<file path="src/rtl/manchester_rx_display_if.sv">
// Line-side and display-side signals of the Manchester receiver/display driver.
// master = line/button source, slave = receiver driving the display patterns.
interface manchester_rx_display_if;
    logic       mline;
    logic       bright_step;
    logic [7:0] led8;
    logic [7:0] H_digi;
    logic [7:0] L_digi;
    logic [2:0] ld1;
    logic [2:0] ld2;
    logic [1:0] state_select;
    logic       cs;

    modport master (
        output mline, bright_step,
        input  led8, H_digi, L_digi, ld1, ld2, state_select, cs
    );

    modport slave (
        input  mline, bright_step,
        output led8, H_digi, L_digi, ld1, ld2, state_select, cs
    );
endinterface

</file>
<file path="src/rtl/manchester_rx_display.sv">
// Manchester byte-frame receiver with parity check, producing raw LED bar,
// seven-segment, RGB status and brightness-select patterns for the dimmer.
module manchester_rx_display #(
    parameter int unsigned OSR = 16
) (
    input  logic                    clk,
    input  logic                    rst_n,
    manchester_rx_display_if.slave  bus
);

    localparam int unsigned CW = $clog2(5 * OSR / 4 + 1);
    localparam logic [CW-1:0] CNT_LO = CW'(3 * OSR / 4);
    localparam logic [CW-1:0] CNT_HI = CW'(5 * OSR / 4);

    typedef enum logic [1:0] {IDLE, RECV, STOP} state_t;

    state_t         state_q, state_d;
    logic [CW-1:0]  cnt_q, cnt_d;
    logic [3:0]     bitcnt_q, bitcnt_d;
    logic [8:0]     sr_q, sr_d;
    logic           sync1_q, ms_q, ms_prev_q;
    logic           ms_edge;
    logic           frame_ok, frame_err;

    logic [7:0]     led8_q, h_digi_q, l_digi_q;
    logic [2:0]     ld1_q, ld2_q;
    logic [1:0]     state_select_q;
    logic           cs_q;

    function automatic logic [6:0] seg7(input logic [3:0] n);
        logic [6:0] s;
        case (n)
            4'h0: s = 7'h3F;  4'h1: s = 7'h06;  4'h2: s = 7'h5B;  4'h3: s = 7'h4F;
            4'h4: s = 7'h66;  4'h5: s = 7'h6D;  4'h6: s = 7'h7D;  4'h7: s = 7'h07;
            4'h8: s = 7'h7F;  4'h9: s = 7'h6F;  4'hA: s = 7'h77;  4'hB: s = 7'h7C;
            4'hC: s = 7'h39;  4'hD: s = 7'h5E;  4'hE: s = 7'h79;  default: s = 7'h71;
        endcase
        return s;
    endfunction

    assign ms_edge = ms_q ^ ms_prev_q;

    always_ff @(posedge clk) begin
        if (!rst_n) begin
            sync1_q   <= 1'b0;
            ms_q      <= 1'b0;
            ms_prev_q <= 1'b0;
            state_q   <= IDLE;
            cnt_q     <= '0;
            bitcnt_q  <= '0;
            sr_q      <= '0;
        end else begin
            sync1_q   <= bus.mline;
            ms_q      <= sync1_q;
            ms_prev_q <= ms_q;
            state_q   <= state_d;
            cnt_q     <= cnt_d;
            bitcnt_q  <= bitcnt_d;
            sr_q      <= sr_d;
        end
    end

    // cnt measures cycles since the last accepted mid-bit edge; anything
    // earlier than 3/4 of a bit is a boundary transition or a glitch.
    always_comb begin
        state_d   = state_q;
        cnt_d     = cnt_q;
        bitcnt_d  = bitcnt_q;
        sr_d      = sr_q;
        frame_ok  = 1'b0;
        frame_err = 1'b0;
        case (state_q)
            IDLE: begin
                if (ms_q && !ms_prev_q) begin
                    cnt_d    = '0;
                    bitcnt_d = '0;
                    state_d  = RECV;
                end
            end
            RECV: begin
                if (ms_edge && cnt_q >= CNT_LO) begin
                    sr_d     = {sr_q[7:0], ms_q};
                    cnt_d    = '0;
                    bitcnt_d = bitcnt_q + 4'd1;
                    if (bitcnt_q == 4'd8) begin
                        state_d = STOP;
                    end
                end else if (cnt_q == CNT_HI) begin
                    frame_err = 1'b1;
                    state_d   = IDLE;
                end else begin
                    cnt_d = cnt_q + 1'b1;
                end
            end
            STOP: begin
                if (cnt_q == CNT_LO) begin
                    state_d = IDLE;
                    if (ms_q || (^sr_q)) begin
                        frame_err = 1'b1;
                    end else begin
                        frame_ok = 1'b1;
                    end
                end else begin
                    cnt_d = cnt_q + 1'b1;
                end
            end
            default: state_d = IDLE;
        endcase
    end

    always_ff @(posedge clk) begin
        if (!rst_n) begin
            led8_q         <= 8'hFF;
            h_digi_q       <= '0;
            l_digi_q       <= '0;
            ld1_q          <= 3'b111;
            ld2_q          <= 3'b111;
            state_select_q <= 2'b11;
            cs_q           <= 1'b0;
        end else begin
            cs_q  <= 1'b1;
            ld1_q <= (state_d == IDLE) ? 3'b111 : 3'b110;
            if (frame_ok) begin
                led8_q   <= ~sr_q[8:1];
                h_digi_q <= {1'b0, seg7(sr_q[8:5])};
                l_digi_q <= {1'b0, seg7(sr_q[4:1])};
                ld2_q    <= 3'b101;
            end else if (frame_err) begin
                h_digi_q[7] <= 1'b1;
                ld2_q       <= 3'b011;
            end
            if (bus.bright_step) begin
                case (state_select_q)
                    2'b01:   state_select_q <= 2'b00;
                    2'b00:   state_select_q <= 2'b10;
                    2'b10:   state_select_q <= 2'b11;
                    default: state_select_q <= 2'b01;
                endcase
            end
        end
    end

    assign bus.led8         = led8_q;
    assign bus.H_digi       = h_digi_q;
    assign bus.L_digi       = l_digi_q;
    assign bus.ld1          = ld1_q;
    assign bus.ld2          = ld2_q;
    assign bus.state_select = state_select_q;
    assign bus.cs           = cs_q;

endmodule

</file>
<file path="src/flat_wrapper.sv">
// flat-port wrapper written by rule: the top's interface ports become plain ports
module manchester_rx_display_flat 
#(
    parameter int unsigned OSR = 16
)
  (clk, rst_n, bus_mline, bus_bright_step, bus_led8, bus_H_digi, bus_L_digi, bus_ld1, bus_ld2, bus_state_select, bus_cs);
  manchester_rx_display_if bus_i ();
  input  logic clk;
  input  logic rst_n;
  input wire logic [$bits(bus_i.mline)-1:0] bus_mline;
  input wire logic [$bits(bus_i.bright_step)-1:0] bus_bright_step;
  output wire logic [$bits(bus_i.led8)-1:0] bus_led8;
  output wire logic [$bits(bus_i.H_digi)-1:0] bus_H_digi;
  output wire logic [$bits(bus_i.L_digi)-1:0] bus_L_digi;
  output wire logic [$bits(bus_i.ld1)-1:0] bus_ld1;
  output wire logic [$bits(bus_i.ld2)-1:0] bus_ld2;
  output wire logic [$bits(bus_i.state_select)-1:0] bus_state_select;
  output wire logic [$bits(bus_i.cs)-1:0] bus_cs;
  assign bus_i.mline = bus_mline;
  assign bus_i.bright_step = bus_bright_step;
  assign bus_led8 = bus_i.led8;
  assign bus_H_digi = bus_i.H_digi;
  assign bus_L_digi = bus_i.L_digi;
  assign bus_ld1 = bus_i.ld1;
  assign bus_ld2 = bus_i.ld2;
  assign bus_state_select = bus_i.state_select;
  assign bus_cs = bus_i.cs;
  manchester_rx_display #(.OSR(OSR)) u_core (.clk(clk), .rst_n(rst_n), .bus(bus_i));
endmodule
</file>
<file path="config.mk">
export PLATFORM = sky130hd
export DESIGN_NAME = manchester_rx_display_flat
export DESIGN_NICKNAME = d
export VERILOG_FILES = /design/src/rtl/manchester_rx_display_if.sv /design/src/rtl/manchester_rx_display.sv /design/src/flat_wrapper.sv
export SDC_FILE = /design/constraint.sdc
export NUM_CORES = 1
export LEC_CHECK = 0
export BUFFER_PORTS_ARGS = -buffer_cell sky130_fd_sc_hd__buf_2
export CAP_MARGIN = 15
export CORE_UTILIZATION = 54
export CTS_BUF_LIST = sky130_fd_sc_hd__clkbuf_4 sky130_fd_sc_hd__clkbuf_8
export DETAILED_ROUTE_END_ITERATION = 12
export PLACE_DENSITY = 0.87
export SLEW_MARGIN = 20
export SYNTH_ARGS = -nofsm -noshare
export SYNTH_HDL_FRONTEND = slang
export SYNTH_SLANG_ARGS = --single-unit
</file>
<file path="constraint.sdc">
create_clock -name clk -period 2.05 [get_ports clk]
set_clock_uncertainty 0.15 [all_clocks]
set_input_delay 0.41 -clock clk [delete_from_list [all_inputs] [get_ports clk]]
set_output_delay 0.41 -clock clk [all_outputs]
set_load 0.05 [all_outputs]
</file>
==> impl_summary.log, run 1 <==
INFO  metric seq_area_frac_synth = 38.15%
INFO  metric min_period_over_period = 106.6%
INFO  metric vias_in_the_first_global_route = 2235
INFO  metric whs_endpoint = u_core.sync1_q$_SDFF_PN0_
INFO  metric tritoncts = yes
INFO  metric postSynth.topFlopCell = sky130_fd_sc_hd__dfxtp_1
INFO  metric setup_viol_count_final = 10
INFO  metric final_max_slew_viol_count = 0
INFO  metric detail_route.drc_violations = 0
INFO  metric clock_insertion_delay_worst_skew = 0.31 ns
INFO  metric cts.hold.buffers_added = 0
INFO  metric postSynthAreaPerCell = 8.718 µm²
INFO  metric drt.antenna.violating_nets = 0
INFO  metric cts_made_buffers = 5
INFO  metric number_of_enable_type_register_cells_in_the_synthesized_netlist = 0
INFO  metric dp_hpwl = 3997 µm
INFO  metric boundaryPins = 37
INFO  metric power_per_cell_area = 511.8 nW/µm²
INFO  metric die_h = 73.09 µm
INFO  metric num-nets-final = 394
INFO  metric hold_start = bus_mline
INFO  metric report.final.hold_viol_count = 0
INFO  metric ff2ff_path_depth = 8
INFO  metric fmaxAchievable = between 0.4 and 0.5 GHz
INFO  metric post_route_cells_drive_above_1_share = 32.07%
INFO  metric placement_rows = 25
INFO  metric power.switching_fraction = 23.81%
INFO  metric cts.clk_slew.worst_paths = 0.09 ns
INFO  metric final_common_cell = sky130_fd_sc_hd__dfxtp_1
INFO  metric area_growth = 27.37%
INFO  metric yosysWarningCount = 0
INFO  metric async_reset_ff_share = 0%
INFO  metric worstPathArrival = 2.28 ns
INFO  metric crit_path_end_kind = register
INFO  metric layout_common_cells = 46 x sky130_fd_sc_hd__dfxtp_1, 40 x sky130_fd_sc_hd__nand2_1, 32 x sky130_fd_sc_hd__buf_2, 26 x sky130_fd_sc_hd__buf_4
INFO  metric synth.top_cells.by_area = sky130_fd_sc_hd__dfxtp_1 38%, sky130_fd_sc_hd__ha_1 11%, sky130_fd_sc_hd__nand2_1 6.2%
INFO  metric groute.usage.overall = 25.12%
INFO  metric antenna_cells_inserted = 0
INFO  metric worst-setup-path-type = reg -> reg
INFO  metric die-width = between 70 and 80 µm
INFO  metric cts.path.max_buffers = 2
INFO  metric power.clock.fraction = 35.3%
INFO  metric finish.instance_area = 3476 µm²
INFO  metric worst_ir_drop_vdd = between 0.3 and 0.4 mV
INFO  metric die_area = around 5300 µm²
INFO  metric floorplan.core_area = 4786 µm²
INFO  metric rsz0062_at_grt = true
INFO  metric whs = approximately 0.15 ns
INFO  metric power_leakage = 1.415 nW
INFO  metric pwr-share-seq = 57.3%
INFO  metric rr_endpoint = u_core.bus.L_digi[0]$_SDFFE_PN0P_
INFO  metric worst_slew_pin_slew = 0.5127 ns
INFO  metric number_of_instances_on_the_worst_hold_path = 2
INFO  metric dpl_cell_area = a little over 3000 µm²
INFO  metric r2r-start = u_core.state_q[0]$_SDFF_PN0_
INFO  metric p_int = 1.355 mW
INFO  metric place.gp.congestion = 0.8293
INFO  metric tritoncts_num_sinks = 52
INFO  metric start_kind = register
INFO  metric synth_top_area_share = 38.15%
INFO  metric outcome = finished, violations left
INFO  metric finalCriticalPeriod = roughly 2.2 ns
INFO  metric hold_class = in -> reg
INFO  metric ys_types = 51
INFO  metric maximum_number_of_pins_on_one_net_before_global_route_repair = 30
INFO  metric crit_path_required_time = 2.15 ns
INFO  metric combinationalPowerShare = 7.3%
INFO  metric mappedNetlistArea = ~2700 µm²
INFO  metric maxCapViolCount = 0
INFO  metric antenna_found_initial = 0
INFO  metric overflow = 0
INFO  metric grt_first_pass_wirelength = 9984 µm
INFO  metric wl_per_cell = 15.96 µm
INFO  metric failed_checks = setup timing
INFO  metric postSynthCellCount = 313
INFO  metric setup_slack_reg_to_reg = -0.13 ns
INFO  metric cts-htree-levels = 2
INFO  metric setup_ws_final = -0.1348 ns
INFO  metric firstDrtPassIters = 5
INFO  metric switchingPower = 0.4236 mW
INFO  metric detailedRoute.firstIterationViolations = 179
INFO  metric synth.ff_latch_count = 52
INFO  metric vias = 2477
INFO  metric port-buffer-count = 32
INFO  metric slew_headroom = 65.46%
INFO  metric starting_density_of_the_core = 57.02%
INFO  metric synthDominantAreaCellType = sky130_fd_sc_hd__dfxtp_1
INFO  metric clock-root-buffer = sky130_fd_sc_hd__clkbuf_8
INFO  metric vias_per_cell = 5.694
INFO  metric critical_path_peak_fanout = 6
INFO  metric detail_route.wirelength = ~6900 µm
-- critical path: stages, from the launching register on --
cell,delay [ns]
sky130_fd_sc_hd__dfxtp_1,0.34
sky130_fd_sc_hd__inv_1,0.12
sky130_fd_sc_hd__ha_1,0.20
sky130_fd_sc_hd__inv_1,0.11
sky130_fd_sc_hd__nor4b_2,0.35
sky130_fd_sc_hd__mux2i_4,0.20
sky130_fd_sc_hd__buf_8,0.18
sky130_fd_sc_hd__a211o_1,0.30
sky130_fd_sc_hd__a21oi_2,0.17
-- synthesized netlist by cell type, drive strengths merged, types with 3 or more instances --
| library cell | count |
|---|---|
| o21a | 4 |
| o211ai | 6 |
| inv | 18 |
| nor3 | 3 |
| dfxtp | 52 |
| a21oi | 17 |
| nor2 | 22 |
| nand3 | 11 |
| o31ai | 3 |
| and2 | 3 |
| a211o | 6 |
| nor4 | 4 |
| o21ai | 19 |
| xor2 | 3 |
| ha | 23 |
| nand2 | 45 |
| buf | 14 |
| mux2i | 15 |
| clkbuf | 8 |
-- layout make-up --
type,instances,area [µm²]
Sequential cell,52,1051
Fill cell,369,1310
Clock buffer,8,97.59
Tap cell,67,83.83
Inverter,19,71.32
Timing Repair Buffer,67,485.5
Multi-Input combinational cell,222,1687
-- worst max path at each step --
stage,start,cells past startpoint,endpoint,slack (ns)
2_1_floorplan,u_core.cnt_q[0]$_SDFFE_PN0P_,8,u_core.cnt_q[0]$_SDFFE_PN0P_,-0.003
3_3_place_gp,u_core.cnt_q[0]$_SDFFE_PN0P_,8,u_core.bus.L_digi[3]$_SDFFE_PN0P_,0.03
3_5_place_dp,u_core.cnt_q[0]$_SDFFE_PN0P_,8,u_core.bus.L_digi[3]$_SDFFE_PN0P_,-0.08
4_1_cts,u_core.sr_q[7]$_SDFFE_PN0P_,6,u_core.bus.L_digi[6]$_SDFFE_PN0P_,-0.04
5_1_grt,u_core.cnt_q[0]$_SDFFE_PN0P_,9,u_core.bus.L_digi[0]$_SDFFE_PN0P_,-0.22
6_report,u_core.state_q[0]$_SDFF_PN0_,8,u_core.bus.L_digi[0]$_SDFFE_PN0P_,-0.13
-- power by group through the flow --
stage          Sequential, mW  Clock [mW]  Combinational, mW
2_1_floorplan            1.06           0             0.0747
3_3_place_gp             1.04           0              0.113
3_5_place_dp             1.04           0              0.114
4_1_cts                  1.02       0.642              0.119
5_1_grt                  1.02       0.680              0.140
6_report                 1.02       0.629              0.130
-- per-stage QoR --
step / worst slack [ns] / cells / util (%) / power, mW / TNS [ns]
2_1_floorplan: -0.002788 / 315 / - / 1.136 / -0.002788
3_3_place_gp: 0.03463 / 419 / 64.63 / 1.157 / 0
3_5_place_dp: -0.08374 / 419 / 64.63 / 1.159 / -0.3345
4_1_cts: -0.04400 / 431 / 69.54 / 1.782 / -0.1599
5_1_grt: -0.2152 / 435 / 72.63 / 1.840 / -1.675
6_report: -0.1348 / 435 / 72.63 / 1.779 / -0.3904
-- registers in the layout (all words and copies together), names as in the netlist, 2 cells and up --
register / flops
u_core.bus.ld2: 2
u_core.bus.H_digi: 8
u_core.state_q: 2
u_core.bitcnt_q: 4
u_core.bus.L_digi: 7
u_core.sr_q: 9
u_core.bus.led8: 8
u_core.cnt_q: 5
u_core.bus.state_select: 2
-- timing repair --
action                                  CTS  global route
buffers inserted                          2             5
pin swaps                                 0             9
endpoints found under the hold margin     0             0
endpoints found under the setup margin    9            29
gates cloned                              2             0
resized for setup                        19            38
-- routing by layer --
layer	wire (µm)	global-route usage (%)
met4	223	15.47
met1	2753	26.42
met3	334	7.182
met2	3633	44.03
met5	0	0
-- kinds of logic (layout without fill, tap and decap cells) --
kind of cell / after synthesis / after routing / share of synthesized area [%]
other: 2 / 4 / 0.2752
flip-flops: 52 / 52 / 38.15
AO/OA/AOI/OAI: 70 / 70 / 16.78
adder cells (fa/ha/maj): 23 / 23 / 10.55
multiplexers: 16 / 16 / 6.786
XOR/XNOR: 7 / 7 / 3.256
buffers and inverters: 41 / 94 / 6.694
AND/OR/NAND/NOR: 102 / 102 / 17.51
Note: power is estimated with default switching activity, not from simulation.
==> run 2, diff against run 1 <==
--- a/config.mk
+++ b/config.mk
@@ -5,7 +5,7 @@
 export SDC_FILE = /design/constraint.sdc
 export NUM_CORES = 1
 export LEC_CHECK = 0
-export BUFFER_PORTS_ARGS = -buffer_cell sky130_fd_sc_hd__buf_2
+export BUFFER_PORTS_ARGS = -buffer_cell sky130_fd_sc_hd__buf_4
 export CAP_MARGIN = 15
 export CORE_UTILIZATION = 54
 export CTS_BUF_LIST = sky130_fd_sc_hd__clkbuf_4 sky130_fd_sc_hd__clkbuf_8
==> run 2 against run 1 <==
  * Flip-flop and latch count unchanged
  * Die area unchanged
  * Utilization down 0.92 points
  * Setup slack better by 0.13 ns
  * Highest routed layer unchanged
  * Cell count down 0.46%
  * The flow still finishes with violations (setup timing)
  * Via count down 2.9%
  * Sequential share of layout area up 0.24 points
  * Worst hold slack worse by 0.0062 ns
  * Cell area down 1.3%
  * Combinational power down 3%
  * Non-clock buffer count down 2
  * Register-to-register slack better by 0.13 ns
==> impl_summary.log, run 2 (same netlist as run 1, synthesis figures left out) <==
INFO  metric maximum_number_of_pins_on_one_net_before_global_route_repair = 34 (+13%)
INFO  metric rr_endpoint = u_core.cnt_q[0]$_SDFFE_PN0P_
INFO  metric min_period_over_period = 100.1% (-6.5 points)
INFO  metric num-fill-cells = 348 (-5.7%)
INFO  metric critical_path_s_slowest_cell = sky130_fd_sc_hd__or3_4
INFO  metric overflow = 0 (unchanged)
INFO  metric r2r-start = u_core.ms_prev_q$_SDFF_PN0_
INFO  metric fmaxAchievable = 0.4873 GHz (+6.5%)
INFO  metric clock_insertion_delay_worst_skew = 0.32 ns (about the same)
INFO  metric floorplan.core_area = 4786 µm² (unchanged)
INFO  metric ff2ff_path_depth = 7 (-1)
INFO  metric cts.clk_slew.worst_paths = 0.10 ns (about the same)
INFO  metric post_route_cells_drive_above_1_share = 25.96% (-6.1 points)
INFO  metric crit_path_max_incr_delay = 0.39 ns (+0.04 ns)
INFO  metric worstPathArrival = 2.15 ns (-0.13 ns)
INFO  metric firstDrtPassIters = 4 (-1)
INFO  metric finished_layout_cells = 433 (-0.46%)
INFO  metric critPathLaunch = u_core.ms_prev_q$_SDFF_PN0_
INFO  metric detail_route.wirelength = 5970 µm (-14%)
INFO  metric drt.antenna.violating_nets = 0 (unchanged)
INFO  metric cp_cell_sequence = inv_1 -> ha_1 -> nand4b_1 -> o22ai_2 -> or3_4 -> or3_1 -> a21oi_1
INFO  metric setup_slack_reg_to_reg = -0.002 ns (+0.13 ns)
INFO  metric die_area = 5341 µm² (unchanged)
INFO  metric failed_checks = setup timing
INFO  metric cts.hold.buffers_added = 0 (unchanged)
INFO  metric p_int = 1.308 mW (-3.5%)
INFO  metric final_common_cell = sky130_fd_sc_hd__buf_4
INFO  metric switchingPower = 0.4595 mW (+8.5%)
INFO  metric cts-htree-levels = 2 (unchanged)
INFO  metric vias_per_cell = 5.554 (-2.5%)
INFO  metric num-nets-final = 392 (-0.51%)
INFO  metric rsz0062_at_grt = true
INFO  metric die-width = 73.09 µm (unchanged)
INFO  metric power_leakage = 1.421 nW (+0.40%)
INFO  metric die_h = 73.09 µm (unchanged)
INFO  metric power_per_cell_area = 515.1 nW/µm² (+0.65%)
INFO  metric clock-root-buffer = sky130_fd_sc_hd__clkbuf_8
INFO  metric finalCriticalPeriod = 2.052 ns (-0.1327 ns)
INFO  metric port-buffer-count = 32 (unchanged)
INFO  metric antenna_found_initial = 0 (unchanged)
INFO  metric groute.usage.overall = 22.28% (-2.8 points)
INFO  metric number_of_flip_flops_under_the_largest_register_name = 9 (unchanged)
INFO  metric hold_class = in -> reg
INFO  metric detailedRoute.firstIterationViolations = 166 (-7.3%)
INFO  metric slew_headroom = 63.36% (-2.1 points)
INFO  metric starting_density_of_the_core = 57.02% (unchanged)
INFO  metric place.gp.congestion = 0.9259 (+12%)
INFO  metric layout.core_utilization = 71.71% (-0.92 points)
INFO  metric wl_per_cell = 13.79 µm (-14%)
INFO  metric setup_ws_final = -0.002063 ns (+0.1327 ns)
INFO  metric layout_common_cells = 58 x sky130_fd_sc_hd__buf_4, 48 x sky130_fd_sc_hd__dfxtp_1, 45 x sky130_fd_sc_hd__nand2_1, 22 x sky130_fd_sc_hd__nor2_1, 22 x sky130_fd_sc_hd__ha_1
INFO  metric boundaryPins = 37 (unchanged)
INFO  metric final_max_slew_viol_count = 0 (unchanged)
INFO  metric power.switching_fraction = 25.99% (+2.2 points)
INFO  metric setup_viol_count_final = 1 (-9)
INFO  metric maxCapViolCount = 0 (unchanged)
INFO  metric dpl.cell_count = 418 (-0.24%)
INFO  metric critical_path_peak_fanout = 7 (+1)
INFO  metric tritoncts_num_sinks = 52 (unchanged)
INFO  metric cts.path.max_buffers = 2 (unchanged)
INFO  metric outcome = finished, violations left
INFO  metric grt_first_pass_wirelength = 9363 µm (-6.2%)
INFO  metric area_growth = 25.77%
INFO  metric registers.top_by_ff_count = u_core.sr_q
INFO  metric report.final.hold_viol_count = 0 (unchanged)
INFO  metric start_kind = register
INFO  metric crit_path_required_time = 2.15 ns (about the same)
INFO  metric pwr-share-seq = 57.8% (+0.5 points)
INFO  metric cts_made_buffers = 5 (unchanged)
INFO  metric hold_start = bus_mline
INFO  metric tritoncts = yes
INFO  metric crit_path_end_kind = register
INFO  metric worst_slew_pin_slew = 0.5439 ns (+0.03121 ns)
INFO  metric crit_end = u_core.cnt_q[0]$_SDFFE_PN0P_
INFO  metric combinationalPowerShare = 7.1% (-0.2 points)
INFO  metric detail_route.drc_violations = 0 (unchanged)
INFO  metric placement_rows = 25 (unchanged)
INFO  metric worst-setup-path-type = reg -> reg
INFO  metric power.clock.fraction = 35.0% (-0.3 points)
INFO  metric vias = 2405 (-2.9%)
INFO  metric worst_ir_drop_vdd = 0.2771 mV (-10%)
INFO  metric dp_hpwl = 3942 µm (-1.4%)
INFO  metric antenna_cells_inserted = 0 (unchanged)
INFO  metric vias_in_the_first_global_route = 2209 (-1.2%)
run 2: changes by cell type in the layout (fill, tap and decap cells not counted), sizes merged:
| cell | change |
|---|---|
| clkbuf | -2 |
| inv | +2 |
| buf | -3 |
| clkinv | +1 |
run 2: area by class of cell:
cell class	instances	area (µm²)	area share, %
Tap cell	67	83.83	2.443
Multi-Input combinational cell	222	1590	46.34
Timing Repair Buffer	65	545.5	15.90
Sequential cell	52	1046	30.48
Inverter	19	71.32	2.078
Clock inverter	3	26.28	0.7656
Clock buffer	5	68.82	2.005
run 2: worst min-delay path by stage:
stage,end,slack (ns),depth (start not counted)
6_report,u_core.sync1_q$_SDFF_PN0_,0.15,2
5_1_grt,u_core.sync1_q$_SDFF_PN0_,0.17,2
4_1_cts,u_core.sync1_q$_SDFF_PN0_,0.14,2
3_5_place_dp,u_core.ms_q$_SDFF_PN0_,0.27,1
3_3_place_gp,u_core.ms_q$_SDFF_PN0_,0.27,1
2_1_floorplan,u_core.ms_q$_SDFF_PN0_,0.26,1
run 2: repair_timing:
| item | CTS | global route |
|---|---|---|
| cloned | 0 | 1 |
| setup buffers | 1 | 5 |
| pin swaps | 2 | 3 |
| endpoints found under the setup margin | 9 | 14 |
| hold endpoints to repair | 0 | 0 |
| resized for setup | 4 | 19 |
run 2: per-stage QoR:
stage | setup TNS [ns] | instance area (µm²) | setup slack (ns) | hold slack (ns) | total power, mW
floorplan | -0.002788 | 2756 | -0.002788 | 0.2619 | 1.136
global placement | 0 | 3178 | 0.009343 | 0.2670 | 1.160
detailed placement | -0.2961 | 3178 | -0.07619 | 0.2724 | 1.162
CTS | 0 | 3303 | 0.005161 | 0.1413 | 1.777
global route | -0.8727 | 3432 | -0.1144 | 0.1667 | 1.836
finish | -0.002063 | 3432 | -0.002063 | 0.1454 | 1.768
run 2: metal layers:
layer  wire [µm]  part of all wire (%)  GRT usage (%)
met5           0                     0              0
met4         127                   2.1          11.55
met3         276                   4.6          3.729
met2        3006                    50          39.09
met1        2560                    43          25.90
run 2: critical path, delay by kind of cell, from the launching register on:
kind | cells | cell delay [ns]
AO/OA/AOI/OAI | 2 | 0.21
adder cells (fa/ha/maj) | 1 | 0.35
buffers and inverters | 1 | 0.04
flip-flops | 1 | 0.33
AND/OR/NAND/NOR | 3 | 0.90
run 2: power by group through the flow:
stage	clock (mW)	sequential (mW)	combinational, mW
global placement	0	1.05	0.115
floorplan	0	1.06	0.0747
detailed placement	0	1.05	0.116
CTS	0.636	1.02	0.119
global route	0.676	1.02	0.136
finish	0.619	1.02	0.126
==> run 3, diff against run 2 <==
--- a/config.mk
+++ b/config.mk
@@ -11,6 +11,7 @@
 export CTS_BUF_LIST = sky130_fd_sc_hd__clkbuf_4 sky130_fd_sc_hd__clkbuf_8
 export DETAILED_ROUTE_END_ITERATION = 12
 export PLACE_DENSITY = 0.87
+export RECOVER_POWER = 25
 export SLEW_MARGIN = 20
 export SYNTH_ARGS = -nofsm -noshare
 export SYNTH_HDL_FRONTEND = slang
==> run 3 against run 2 <==
  * The run now ends clean
  * Critical endpoint unchanged
  * Register-to-register slack barely moved
  * Highest routed layer unchanged
  * Die area did not move
  * Cell count did not move
  * Cell area fell by 0.98%
  * First-iteration DRC count fell by 3.0%
  * Power fell by 0.12%
  * Non-clock buffer count did not move
==> impl_summary.log, run 3 (same netlist as run 1, synthesis figures left out) <==
INFO  metric detail_route.wirelength = 5996 µm (+0.44%)
INFO  metric dpl_cell_area = 3178 µm² (unchanged)
INFO  metric outcome = finished clean
INFO  metric setup_viol_count_final = 0 (-1)
INFO  metric min_period_over_period = 99.96% (-0.14 points)
INFO  metric firstDrtPassIters = 4 (unchanged)
INFO  metric cts_made_buffers = 5 (unchanged)
INFO  metric setup_ws_final = 0.0008233 ns (+0.002887 ns)
INFO  metric post_route_cells_drive_above_1_share = 23.50% (-2.5 points)
INFO  metric wl_per_cell = 13.85 µm (+0.44%)
INFO  metric registers.top_by_ff_count = u_core.sr_q
INFO  metric cts.clk_slew.worst_paths = 0.10 ns (about the same)
INFO  metric drt.antenna.violating_nets = 0 (unchanged)
INFO  metric grt_first_pass_wirelength = 9363 µm (unchanged)
INFO  metric vias = 2395 (-0.42%)
INFO  metric dpl_worst_slack = -0.07619 ns (unchanged)
INFO  metric whs_endpoint = u_core.sync1_q$_SDFF_PN0_
INFO  metric fmaxAchievable = 0.4880 GHz (+0.14%)
INFO  metric die_h = 73.09 µm (unchanged)
INFO  metric crit_path_end_kind = register
INFO  metric cts.path.max_buffers = 2 (unchanged)
INFO  metric starting_density_of_the_core = 57.02% (unchanged)
INFO  metric worst_ir_drop_vdd = 0.2774 mV (about the same)
INFO  metric place.gp.congestion = 0.9259 (unchanged)
INFO  metric floorplan.core_area = 4786 µm² (unchanged)
INFO  metric maxCapViolCount = 0 (unchanged)
INFO  metric placement_rows = 25 (unchanged)
INFO  metric die_area = 5341 µm² (unchanged)
INFO  metric finalCriticalPeriod = 2.049 ns (-0.002887 ns)
INFO  metric hold_class = in -> reg
INFO  metric vias_in_the_first_global_route = 2209 (unchanged)
INFO  metric overflow = 0 (unchanged)
INFO  metric worst-setup-path-type = reg -> reg
INFO  metric layout_common_cells = 49 x sky130_fd_sc_hd__buf_4, 48 x sky130_fd_sc_hd__dfxtp_1, 45 x sky130_fd_sc_hd__nand2_1, 22 x sky130_fd_sc_hd__nor2_1, 22 x sky130_fd_sc_hd__ha_1
INFO  metric port-buffer-count = 32 (unchanged)
INFO  metric hold_start = bus_mline
INFO  metric crit_path_required_time = 2.15 ns (about the same)
INFO  metric number_of_flip_flops_under_the_largest_register_name = 9 (unchanged)
INFO  metric antenna_found_initial = 0 (unchanged)
INFO  metric detailedRoute.firstIterationViolations = 161 (-3.0%)
INFO  metric final_common_cell = sky130_fd_sc_hd__buf_4
INFO  metric die-width = 73.09 µm (unchanged)
INFO  metric r2r-start = u_core.ms_prev_q$_SDFF_PN0_
INFO  metric whs = 0.1455 ns (+0.0001610 ns)
INFO  metric worst_slew_pin_slew = 0.6039 ns (+0.06004 ns)
INFO  metric start_kind = register
INFO  metric dp_hpwl = 3942 µm (unchanged)
INFO  metric report.final.hold_viol_count = 0 (unchanged)
INFO  metric ff2ff_path_depth = 7 (unchanged)
INFO  metric rr_endpoint = u_core.cnt_q[0]$_SDFFE_PN0P_
INFO  metric cts-htree-levels = 2 (unchanged)
INFO  metric worstPathArrival = 2.15 ns (about the same)
INFO  metric area_growth = 24.53%
INFO  metric antenna_cells_inserted = 0 (unchanged)
INFO  metric clock-root-buffer = sky130_fd_sc_hd__clkbuf_8
INFO  metric seq_area = 1046 µm² (unchanged)
INFO  metric detail_route.drc_violations = 0 (unchanged)
INFO  metric num-nets-final = 392 (unchanged)
INFO  metric power_per_cell_area = 519.6 nW/µm² (+0.87%)
INFO  metric maximum_number_of_pins_on_one_net_before_global_route_repair = 34 (unchanged)
INFO  metric groute.usage.overall = 22.28% (unchanged)
INFO  metric multi_input_comb_area = 1590 µm² (unchanged)
INFO  metric num-fill-cells = 360 (+3.4%)
INFO  metric clock_insertion_delay_worst_skew = 0.32 ns (about the same)
INFO  metric rsz0062_at_grt = true
INFO  metric slew_headroom = 59.91% (-3.4 points)
INFO  metric final_max_slew_viol_count = 0 (unchanged)
INFO  metric number_of_instances_on_the_worst_hold_path = 2 (unchanged)
INFO  metric setup_slack_reg_to_reg = 0.0008 ns (about the same)
INFO  metric vias_per_cell = 5.531 (-0.42%)
INFO  metric tritoncts = yes
INFO  metric finish.instance_area = 3398 µm² (-0.98%)
INFO  metric critical_path_peak_fanout = 7 (unchanged)
INFO  metric power_leakage = 1.386 nW (-2.5%)
INFO  metric tritoncts_num_sinks = 52 (unchanged)
INFO  metric boundaryPins = 37 (unchanged)
-- run 3: changes by cell type in the layout (fill, tap and decap cells not counted), sizes merged --
cell,before,now
clkbuf,6,15
buf,64,55
-- run 3: layout make-up --
cell class	count	area share [%]
Timing Repair Buffer	65	15.06
Sequential cell	52	30.78
Inverter	19	2.099
Clock inverter	3	0.7732
Clock buffer	5	2.025
Tap cell	67	2.467
Multi-Input combinational cell	222	46.80
-- run 3: through the flow --
stage / total power [mW] / TNS, ns / std cells / utilization (%)
2_1_floorplan: 1.136 / -0.002788 / 315 / -
3_3_place_gp: 1.160 / 0 / 418 / 66.41
3_5_place_dp: 1.162 / -0.2961 / 418 / 66.41
4_1_cts: 1.777 / 0 / 427 / 69.02
5_1_grt: 1.834 / -0.8728 / 433 / 71.01
6_report: 1.766 / 0 / 433 / 71.01
-- run 3: routing by layer --
| metal | global-route usage (%) | part of all wire [%] | vias to the layer above |
|---|---|---|---|
| li1 | - | - | 1181 |
| met1 | 25.90 | 43 | 1129 |
| met2 | 39.09 | 51 | 74 |
| met3 | 3.729 | 4.8 | 11 |
| met4 | 11.55 | 1.8 | 0 |
| met5 | 0 | 0 | - |
-- run 3: worst max path at each step --
stage	from	end	slack (ns)	cells past startpoint
after floorplan	u_core.cnt_q[0]$_SDFFE_PN0P_	u_core.cnt_q[0]$_SDFFE_PN0P_	-0.003	8
after global placement	u_core.cnt_q[0]$_SDFFE_PN0P_	u_core.bus.L_digi[4]$_SDFFE_PN0P_	0.009	8
after detailed placement	u_core.cnt_q[0]$_SDFFE_PN0P_	u_core.bus.L_digi[4]$_SDFFE_PN0P_	-0.08	8
after CTS	u_core.sr_q[0]$_SDFFE_PN0P_	u_core.bus.L_digi[4]$_SDFFE_PN0P_	0.005	6
after global routing	u_core.ms_prev_q$_SDFF_PN0_	u_core.cnt_q[0]$_SDFFE_PN0P_	-0.11	7
final	u_core.ms_prev_q$_SDFF_PN0_	u_core.cnt_q[0]$_SDFFE_PN0P_	0.0008	7
-- run 3: report_power, final --
part / leakage (nW) / switching [mW] / internal [mW]
Sequential: 0.423 / 0.00428 / 1.02
Combinational: 0.914 / 0.0878 / 0.0368
Clock: 0.0491 / 0.367 / 0.252
-- run 3: worst max-delay path: stages (launching register included) --
cell and delay [ns]:
sky130_fd_sc_hd__dfxtp_1 0.33, sky130_fd_sc_hd__inv_1 0.04, sky130_fd_sc_hd__ha_1 0.35, sky130_fd_sc_hd__nand4b_1 0.15, sky130_fd_sc_hd__o22ai_2 0.09, sky130_fd_sc_hd__or3_4 0.39, sky130_fd_sc_hd__or3_1 0.36, sky130_fd_sc_hd__a21oi_1 0.12
-- run 3: what timing repair did --
action	4_1_cts	5_1_grt
cloned	0	1
setup buffers	1	5
hold buffers	0	0
pin swaps	2	3
endpoints found under the setup margin	9	14
resized for setup	4	19
